$ cat src/rtl/instr_fetch_queue.sv
// ============================================================================
// instr_fetch_queue
// ----------------------------------------------------------------------------
// Purpose:
//   This is the instruction fetch queue between instruction memory and the
//   Tomasulo issue stage. Each cycle it fetches from the fetch PC and writes
//   {pc, instruction} at the queue tail. The issue stage reads from the head.
//   A flush redirects fetch to a new PC and discards everything queued.
//
// Optional feature (macro IFQ_BYPASS_EN):
//   When the macro is defined and the queue is empty, the word being fetched
//   goes straight to the issue stage in the same cycle (zero-cycle latency).
//   If that word is accepted, it is never written into the queue. If it is
//   stalled, it is enqueued as usual. When the macro is undefined, a fetched
//   word appears at the head one cycle after it was fetched.
//
// Parameters:
//   DEPTH     number of queue entries (power of two, >= 2)
//   RESET_PC  fetch PC loaded at reset
//
// Ports:
//   clk          clock, rising edge
//   reset        asynchronous reset, active low
//   flush        redirect request, discards queued and in-flight state
//   flush_pc     new fetch PC, sampled when flush is high
//   imem_addr    instruction memory address (the fetch PC)
//   imem_data    combinational instruction memory read data
//   A_stall      ALU reservation station full
//   LS_stall     load/store reservation station full
//   instr        instruction presented to issue
//   instr_pc     PC of instr
//   instr_valid  instr/instr_pc are meaningful
//   full         queue holds DEPTH entries
//   empty        queue holds no entries
//   count        number of occupied entries
// ============================================================================
module instr_fetch_queue #(
    parameter int          DEPTH    = 4,
    parameter logic [31:0] RESET_PC = 32'h0000_0000
) (
    input  logic                       clk,
    input  logic                       reset,
    input  logic                       flush,
    input  logic [31:0]                flush_pc,
    output logic [31:0]                imem_addr,
    input  logic [31:0]                imem_data,
    input  logic                       A_stall,
    input  logic                       LS_stall,
    output logic [31:0]                instr,
    output logic [31:0]                instr_pc,
    output logic                       instr_valid,
    output logic                       full,
    output logic                       empty,
    output logic [$clog2(DEPTH+1)-1:0] count
);

    localparam int PW = $clog2(DEPTH);
    localparam int CW = $clog2(DEPTH + 1);

    logic [31:0]   fetch_pc;
    logic [PW-1:0] head;
    logic [PW-1:0] tail;
    logic [CW-1:0] count_q;

    logic [31:0] mem_instr [DEPTH];
    logic [31:0] mem_pc    [DEPTH];

    logic deq;
    logic deq_q;
    logic enq;
    logic bypass_taken;

    assign imem_addr = fetch_pc;
    assign count     = count_q;
    assign empty     = (count_q == '0);
    assign full      = (count_q == CW'(DEPTH));

`ifdef IFQ_BYPASS_EN
    logic bypass_active;

    // The bypass presents the word being fetched whenever the queue is
    // empty. It is held off during reset so instr_valid reads low while
    // reset is asserted.
    assign bypass_active = empty & ~flush & reset;
    assign instr         = bypass_active ? imem_data : mem_instr[head];
    assign instr_pc      = bypass_active ? fetch_pc  : mem_pc[head];
    assign instr_valid   = ~empty | bypass_active;
    assign bypass_taken  = bypass_active & deq;
`else
    assign instr         = mem_instr[head];
    assign instr_pc      = mem_pc[head];
    assign instr_valid   = ~empty;
    assign bypass_taken  = 1'b0;
`endif

    assign deq = instr_valid & ~A_stall & ~LS_stall;

    // A flush discards any accept from the same cycle. A bypassed accept
    // never touches the head pointer.
    assign deq_q = deq & ~empty & ~flush;

    // A full queue can still take a new word when the head leaves in the
    // same cycle. Then count stays the same and both pointers move.
    assign enq = ~flush & (~full | deq) & ~bypass_taken;

    // Control state. A flush clears the queue and redirects fetch, and it
    // takes priority over enqueue and dequeue. The pointers are a power of
    // two wide, so they wrap modulo DEPTH through natural overflow. The
    // fetch PC wraps modulo 2^32 the same way.
    always_ff @(posedge clk or negedge reset) begin
        if (!reset) begin
            fetch_pc <= RESET_PC;
            head     <= '0;
            tail     <= '0;
            count_q  <= '0;
        end else if (flush) begin
            fetch_pc <= flush_pc;
            head     <= '0;
            tail     <= '0;
            count_q  <= '0;
        end else begin
            if (enq || bypass_taken) begin
                fetch_pc <= fetch_pc + 32'd4;
            end
            if (enq) begin
                tail <= tail + PW'(1);
            end
            if (deq_q) begin
                head <= head + PW'(1);
            end
            case ({enq, deq_q})
                2'b10:   count_q <= count_q + CW'(1);
                2'b01:   count_q <= count_q - CW'(1);
                default: count_q <= count_q;
            endcase
        end
    end

    // Entry storage has no reset. An entry is only read once count shows
    // that it holds a fetched word.
    always_ff @(posedge clk) begin
        if (enq) begin
            mem_instr[tail] <= imem_data;
            mem_pc[tail]    <= fetch_pc;
        end
    end

endmodule

$ cat config.mk
export PLATFORM = sky130hd
export DESIGN_NAME = instr_fetch_queue
export DESIGN_NICKNAME = d
export VERILOG_FILES = /design/src/rtl/instr_fetch_queue.sv
export SDC_FILE = /design/constraint.sdc
export NUM_CORES = 1
export LEC_CHECK = 0
export ABC_CLOCK_PERIOD_IN_PS = 3200
export CORE_ASPECT_RATIO = 1.1
export CORE_MARGIN = 10
export CORE_UTILIZATION = 40
export DETAILED_ROUTE_END_ITERATION = 12
export GPL_TIMING_DRIVEN = 0
export SYNTH_ARGS = -nofsm -noshare
export SYNTH_HDL_FRONTEND = slang
export SYNTH_SLANG_ARGS = --single-unit
$ cat constraint.sdc
create_clock -name clk -period 3.2 [get_ports clk]
set_clock_uncertainty 0.15 [all_clocks]
set_input_delay 0.64 -clock clk [delete_from_list [all_inputs] [get_ports clk]]
set_output_delay 0.64 -clock clk [all_outputs]
set_load 0.02 [all_outputs]
== After elaboration in Yosys (flattened, before gate mapping) ==
Memories as Yosys holds them, arrays and structs flattened.
Index checks and enable logic that the tools add are counted.

* Flip-flop bits (word level): 39
* Memory bits (writable): 256
* Input bits: 69
* Output and inout bits: 102
* Logic and storage cells: 39
* Memories: 2

* $add $sub $neg: 5
* Eq/ne operators: 3
* Muxes and demuxes: 10
* Bitwise operators: 11
* Reductions and logical operators: 4

{| class="wikitable"
|+ Memories
! memory !! words !! width !! read ports !! clocked after Yosys merged registers in !! write ports !! RTL line !! RTL
|-
| mem_instr || 4 || 32 || 1 || 0 || 1 || 65 || <nowiki>logic [31:0] mem_instr [DEPTH];</nowiki>
|-
| mem_pc || 4 || 32 || 1 || 0 || 1 || 66 || <nowiki>logic [31:0] mem_pc [DEPTH];</nowiki>
|}

{| class="wikitable"
|+ Operators with widths
! operator !! count
|-
| 32-bit two-way mux || 2
|-
| 32-bit by 3-bit adder with 32-bit output, second input constant || 1
|-
| 2-bit two-way mux || 4
|-
| 3-bit one-hot mux with 2 select lines || 1
|-
| 1-bit AND || 5
|-
| 1-bit NOT || 5
|-
| 2-bit by 1-bit adder with 2-bit output, second input constant || 2
|-
| 2-bit nonzero test || 2
|-
| 3-bit by 1-bit adder with 3-bit output, second input constant || 1
|-
| 3-bit equality test, second input constant || 1
|-
| 3-bit zero test || 1
|-
| 3-bit two-way mux || 1
|-
| 3-bit nonzero test || 1
|-
| 3-bit by 1-bit subtractor with 3-bit output, second input constant || 1
|-
| 2-bit by 1-bit equality test with 1-bit output, second input constant || 1
|-
| 2-bit equality test, second input constant || 1
|-
| 1-bit two-way mux || 2
|-
| 1-bit OR || 1
|}

== Logic depth before layout (Yosys ltp) ==
* Depth after elaboration: 9
* Mapped depth: 7
* Depth with buffers taken out: 5

== Worst setup path before layout ==
OpenSTA, ideal clock, no wires.

* Kind: in2reg
* Start point: in A_stall
* End point: mem mem_instr[0][0] (enable)
* Setup time: 0.429 ns
* Arrival time: 2.778 ns
* Required time: 2.621 ns
* Setup slack: -0.157 ns
* Stages on the path: 5
* Buffers on the path: 1
* Cell sequence: nor2_1 -> buf_2 -> nor2_1 -> nor2_1 -> and2_1

* Cells in the longest elaborated chain, start to end: 7

{| class="wikitable"
|+ Ends and longest elaborated chain
! element !! RTL line !! RTL
|-
| start, declared || 47 || <nowiki>input logic A_stall,</nowiki>
|-
| 1-bit NOT || 96 || <nowiki>assign deq = instr_valid & ~A_stall & ~LS_stall;</nowiki>
|-
| 1-bit AND (2 in series) || 96 ||
|-
| 1-bit OR || 104 || <nowiki>assign enq = ~flush & (~full | deq) & ~bypass_taken;</nowiki>
|-
| 1-bit AND || 104 ||
|-
| 1-bit two-way mux || 142 || <nowiki>if (enq) begin</nowiki>
|-
| 1-bit two-way mux (not written as such) || 143 || <nowiki>mem_instr[tail] <= imem_data;</nowiki>
|-
| end, declared || 65 ||
|}

Every way passes these cells.

== Final worst setup path ==
* Start point: reg head[0]
* End point: out instr_pc[30]

* Cells in the longest elaborated chain, start to end: 1

{| class="wikitable"
|+ Ends and longest elaborated chain
! element !! RTL line !! RTL
|-
| start, declared || 61 || <nowiki>logic [PW-1:0] head;</nowiki>
|-
| start signal, assigned || 129 || <nowiki>head <= head + PW'(1);</nowiki>
|-
| memory read 4 x 32 bit || - ||
|-
| end, declared || 50 || <nowiki>output logic [31:0] instr_pc,</nowiki>
|}

Every way passes these cells.

==> results.sh <==
export IMPL_synth_edf_count=256
export IMPL_numPortBuffers=169
export IMPL_finalHoldViolations=0
export IMPL_critPathSlowestCell="clkdlybuf4s50_1"
export IMPL_first_pass_iters=5
export IMPL_fin_crit_ns=3.11
export IMPL_syn2layout_area_growth_pct=29.2
export IMPL_max_slew_margin_pct=49.1
export IMPL_syn_num_nets=669
export IMPL_multiInputGateArea_mm2=0.00271
export IMPL_initial_utilization_pct=40.4
export IMPL_worstPathMaxFanout=10
export IMPL_cp_num_buf_inv=2
export IMPL_rows=65
export IMPL_fin_total_pwr_mw=10.8
export IMPL_cts_made_buffers=30
export IMPL_timing_final_max_slew_violations=0
export IMPL_max_freq_mhz=322
export IMPL_via_per_inst=5.41
export IMPL_dpl_cell_area_mm2=0.0138
export IMPL_p_comb_share_pct=20.9
export IMPL_r2r_end="mem_instr[3][10]"
export IMPL_die_h_um=198
export IMPL_h_tree_depth=1
export IMPL_ys_async_sr_fraction_pct=13.2
export IMPL_vias=6449
export IMPL_p_int_mw=7.93
export IMPL_status="finished, final reports clean"
export IMPL_reg2reg_depth=6
export IMPL_yosysWarnings=0
export IMPL_avgSynthCellArea_um2=19.4
export IMPL_powerDensity_mw_per_mm2=725
export IMPL_fillerInstances=2325
export IMPL_ys_types=46
export IMPL_synth_seq_cells=295
export IMPL_ant_nets=0
export IMPL_routedWlPerCell_um=22.9
export IMPL_p_sw_mw=2.85
export IMPL_mostFrequentLayoutCell="edfxtp_1"
export IMPL_seq_power_share_pct=45.5
export IMPL_worstMarginPinSlew_ns=0.764
export IMPL_syn_area_mm2=0.0115
export IMPL_hp_class="primary input to async pin"
export IMPL_grt_use_total_pct=15.0
export IMPL_post_cts_buffers=0
export IMPL_synth_top_area_cell="edfxtp_1"
export IMPL_synth_ff_type="edfxtp_1"
export IMPL_wl_mm=27.3
export IMPL_drt_initial_drc_count=416
export IMPL_p_sw_share_pct=26.4
export IMPL_first_global_vias=6967
export IMPL_cts_root_buffer="clkbuf_16"
export IMPL_synthCells=594
export IMPL_tritoncts="done"
export IMPL_r2r_start="count[1]"
export IMPL_grt_max_degree=39
export IMPL_n_antenna_cell=0
export IMPL_grt_setup_unrepaired="false"
export IMPL_p_clk_share_pct=33.6
export IMPL_yosysTopAreaCellShare_pct=66.7
export IMPL_cap_violations=0
export IMPL_ioPinCount=171
export IMPL_ys_top_cells_by_area="edfxtp_1 67%, mux4_2 13%, dfrtp_1 8.5%"
export IMPL_fin_crit_sh_pct=97.1
export IMPL_critPathMaxStageDelay_ns=0.56
export IMPL_finalInstanceArea_mm2=0.0149
export IMPL_path_clk_slew_ns=0.06
export IMPL_leakage_nw=4.96
export IMPL_fp_dieW_um=182
export IMPL_start_kind="flop"
export IMPL_arrival_ns=2.32
export IMPL_place_gp_congestion=0.790
export IMPL_seqCellArea_mm2=0.00866
export IMPL_endpoint_kind="output port"
export IMPL_required_ns=2.41
export IMPL_fin_nets=876
export IMPL_finalSetupViolations=0
export IMPL_cts_buffer_depth=3
export IMPL_critical_path_top_delay_family="buffers and inverters"
export IMPL_core_area_mm2=0.0285
export IMPL_hpwl_mm=18.1
export IMPL_clkSinkCount=295
export IMPL_ys_seq_area_share_pct=75.2
export IMPL_drc=0
export IMPL_grt_first_pass_wirelength_mm=42.0
export IMPL_clock_latency_ns=0.54
export IMPL_regToRegSetupSlack_ns=0.48
export IMPL_worstSetupPathType="flop to output port"
export IMPL_final_cell_mix="256 x edfxtp_1, 128 x clkdlybuf4s50_1, 64 x mux4_2, 39 x dlygate4sd2_1, 38 x dfrtp_1"
export IMPL_drive_above_1_share_pct=17.8
export IMPL_overflow=0
export IMPL_antenna_found_initial=0
export IMPL_cp_cell_sequence="buf_6 > mux4_2 > clkdlybuf4s50_1"
export IMPL_vdd_ir_drop_max_mv=0.428
export IMPL_die_area_mm2=0.0360
[worst register-to-register path, stage by stage, from the launching register on]
cell and delay [ns]:
dfrtp_1 0.44, or3b_1 0.41, buf_6 0.16, nor2_1 0.43, nor2_1 0.17, and2_4 0.38
buf_16 0.28
[how the worst max path moves through the flow]
stage / depth (start not counted) / endpoint / startpoint
floorplan: 5 / mem_instr[0][0] / A_stall
global placement: 6 / mem_instr[0][10] / A_stall
detailed placement: 7 / mem_instr[3][10] / A_stall
CTS: 3 / instr[5] / head[0]
global route: 4 / instr_pc[20] / head[0]
finish: 3 / instr_pc[30] / head[0]
[metrics by stage]
stage          setup WS (ns)  instances  utilization [%]  hold slack, ns  setup TNS [ns]
2_1_floorplan          0.543        594                -           0.194               0
3_3_place_gp          -0.800       1131             47.9           0.366         -204.33
3_5_place_dp          -0.171       1136             48.4           0.292          -23.42
4_1_cts               -0.191       1193             52.0           0.235           -3.16
5_1_grt             0.000492       1193             52.1           0.267               0
6_report              0.0914       1193             52.1           0.259               0
[sequential cells by signal, indices dropped and copies added, names as in the netlist]
name	cells
tail	2
imem_addr	32
mem_instr	128
mem_pc	128
head	2
count	3
[synthesized netlist by cell type, drive strengths merged, types with 3 or more instances]
cell type  instances
nand3             11
mux4              64
or2                3
edfxtp           256
a31oi             17
o2111ai            3
nand4              6
buf               15
o21ai             19
and4               4
o31ai             11
nand2             27
clkbuf            14
xor2               4
o211ai             3
nor2              26
or3                8
or4               11
inv                6
dfrtp             39
a21oi              3
and2               5
ha                 5
xnor2              9
a211oi             5
and3               4
[power by group through the flow]
stage          Sequential (mW)  Clock [mW]  Combinational (mW)
2_1_floorplan             4.98           0                1.20
4_1_cts                   4.91        3.71                2.31
5_1_grt                   4.96        3.85                2.43
6_report                  4.91        3.62                2.25
3_3_place_gp              4.97           0                2.31
3_5_place_dp              4.99           0                2.38
[cell families (layout without fill, tap and decap cells)]
kind of cell	count (synthesis)	after routing	synth area share, %
other	1	1	0.0326
DFF	295	295	75.2
adders and majority gates	6	6	0.717
muxes	68	68	12.9
AOI/OAI and AO/OA	67	67	3.87
buffers and inverters	35	266	1.37
and+or+nand+nor	109	109	4.93
xor gates and xnor gates	13	13	0.988
[what timing repair did]
item	in CTS	in global routing
cloned	0	0
hold buffers	1	0
endpoints found under the hold margin	39	0
resized for setup	64	16
setup endpoints to repair	64	36
[layer usage]
metal  global-route usage [%]  share of wire, %  vias to the layer above
met4                     3.62               1.9                        0
met5                        0                 0                        -
met2                     24.9                49                      215
li1                         -                 -                     2861
met1                     19.4                42                     3327
met3                     3.63               6.8                       46
[final cells by class]
cell class / count / area share, %
sequential: 295 / 58.2
inverter: 6 / 0.151
timing repair buffer: 175 / 12.0
clock inverter: 17 / 1.44
multi-input combinational: 264 / 18.2
buffer: 29 / 1.36
tap: 368 / 3.09
clock buffer: 39 / 5.55
(Power assumes the default switching activity.)
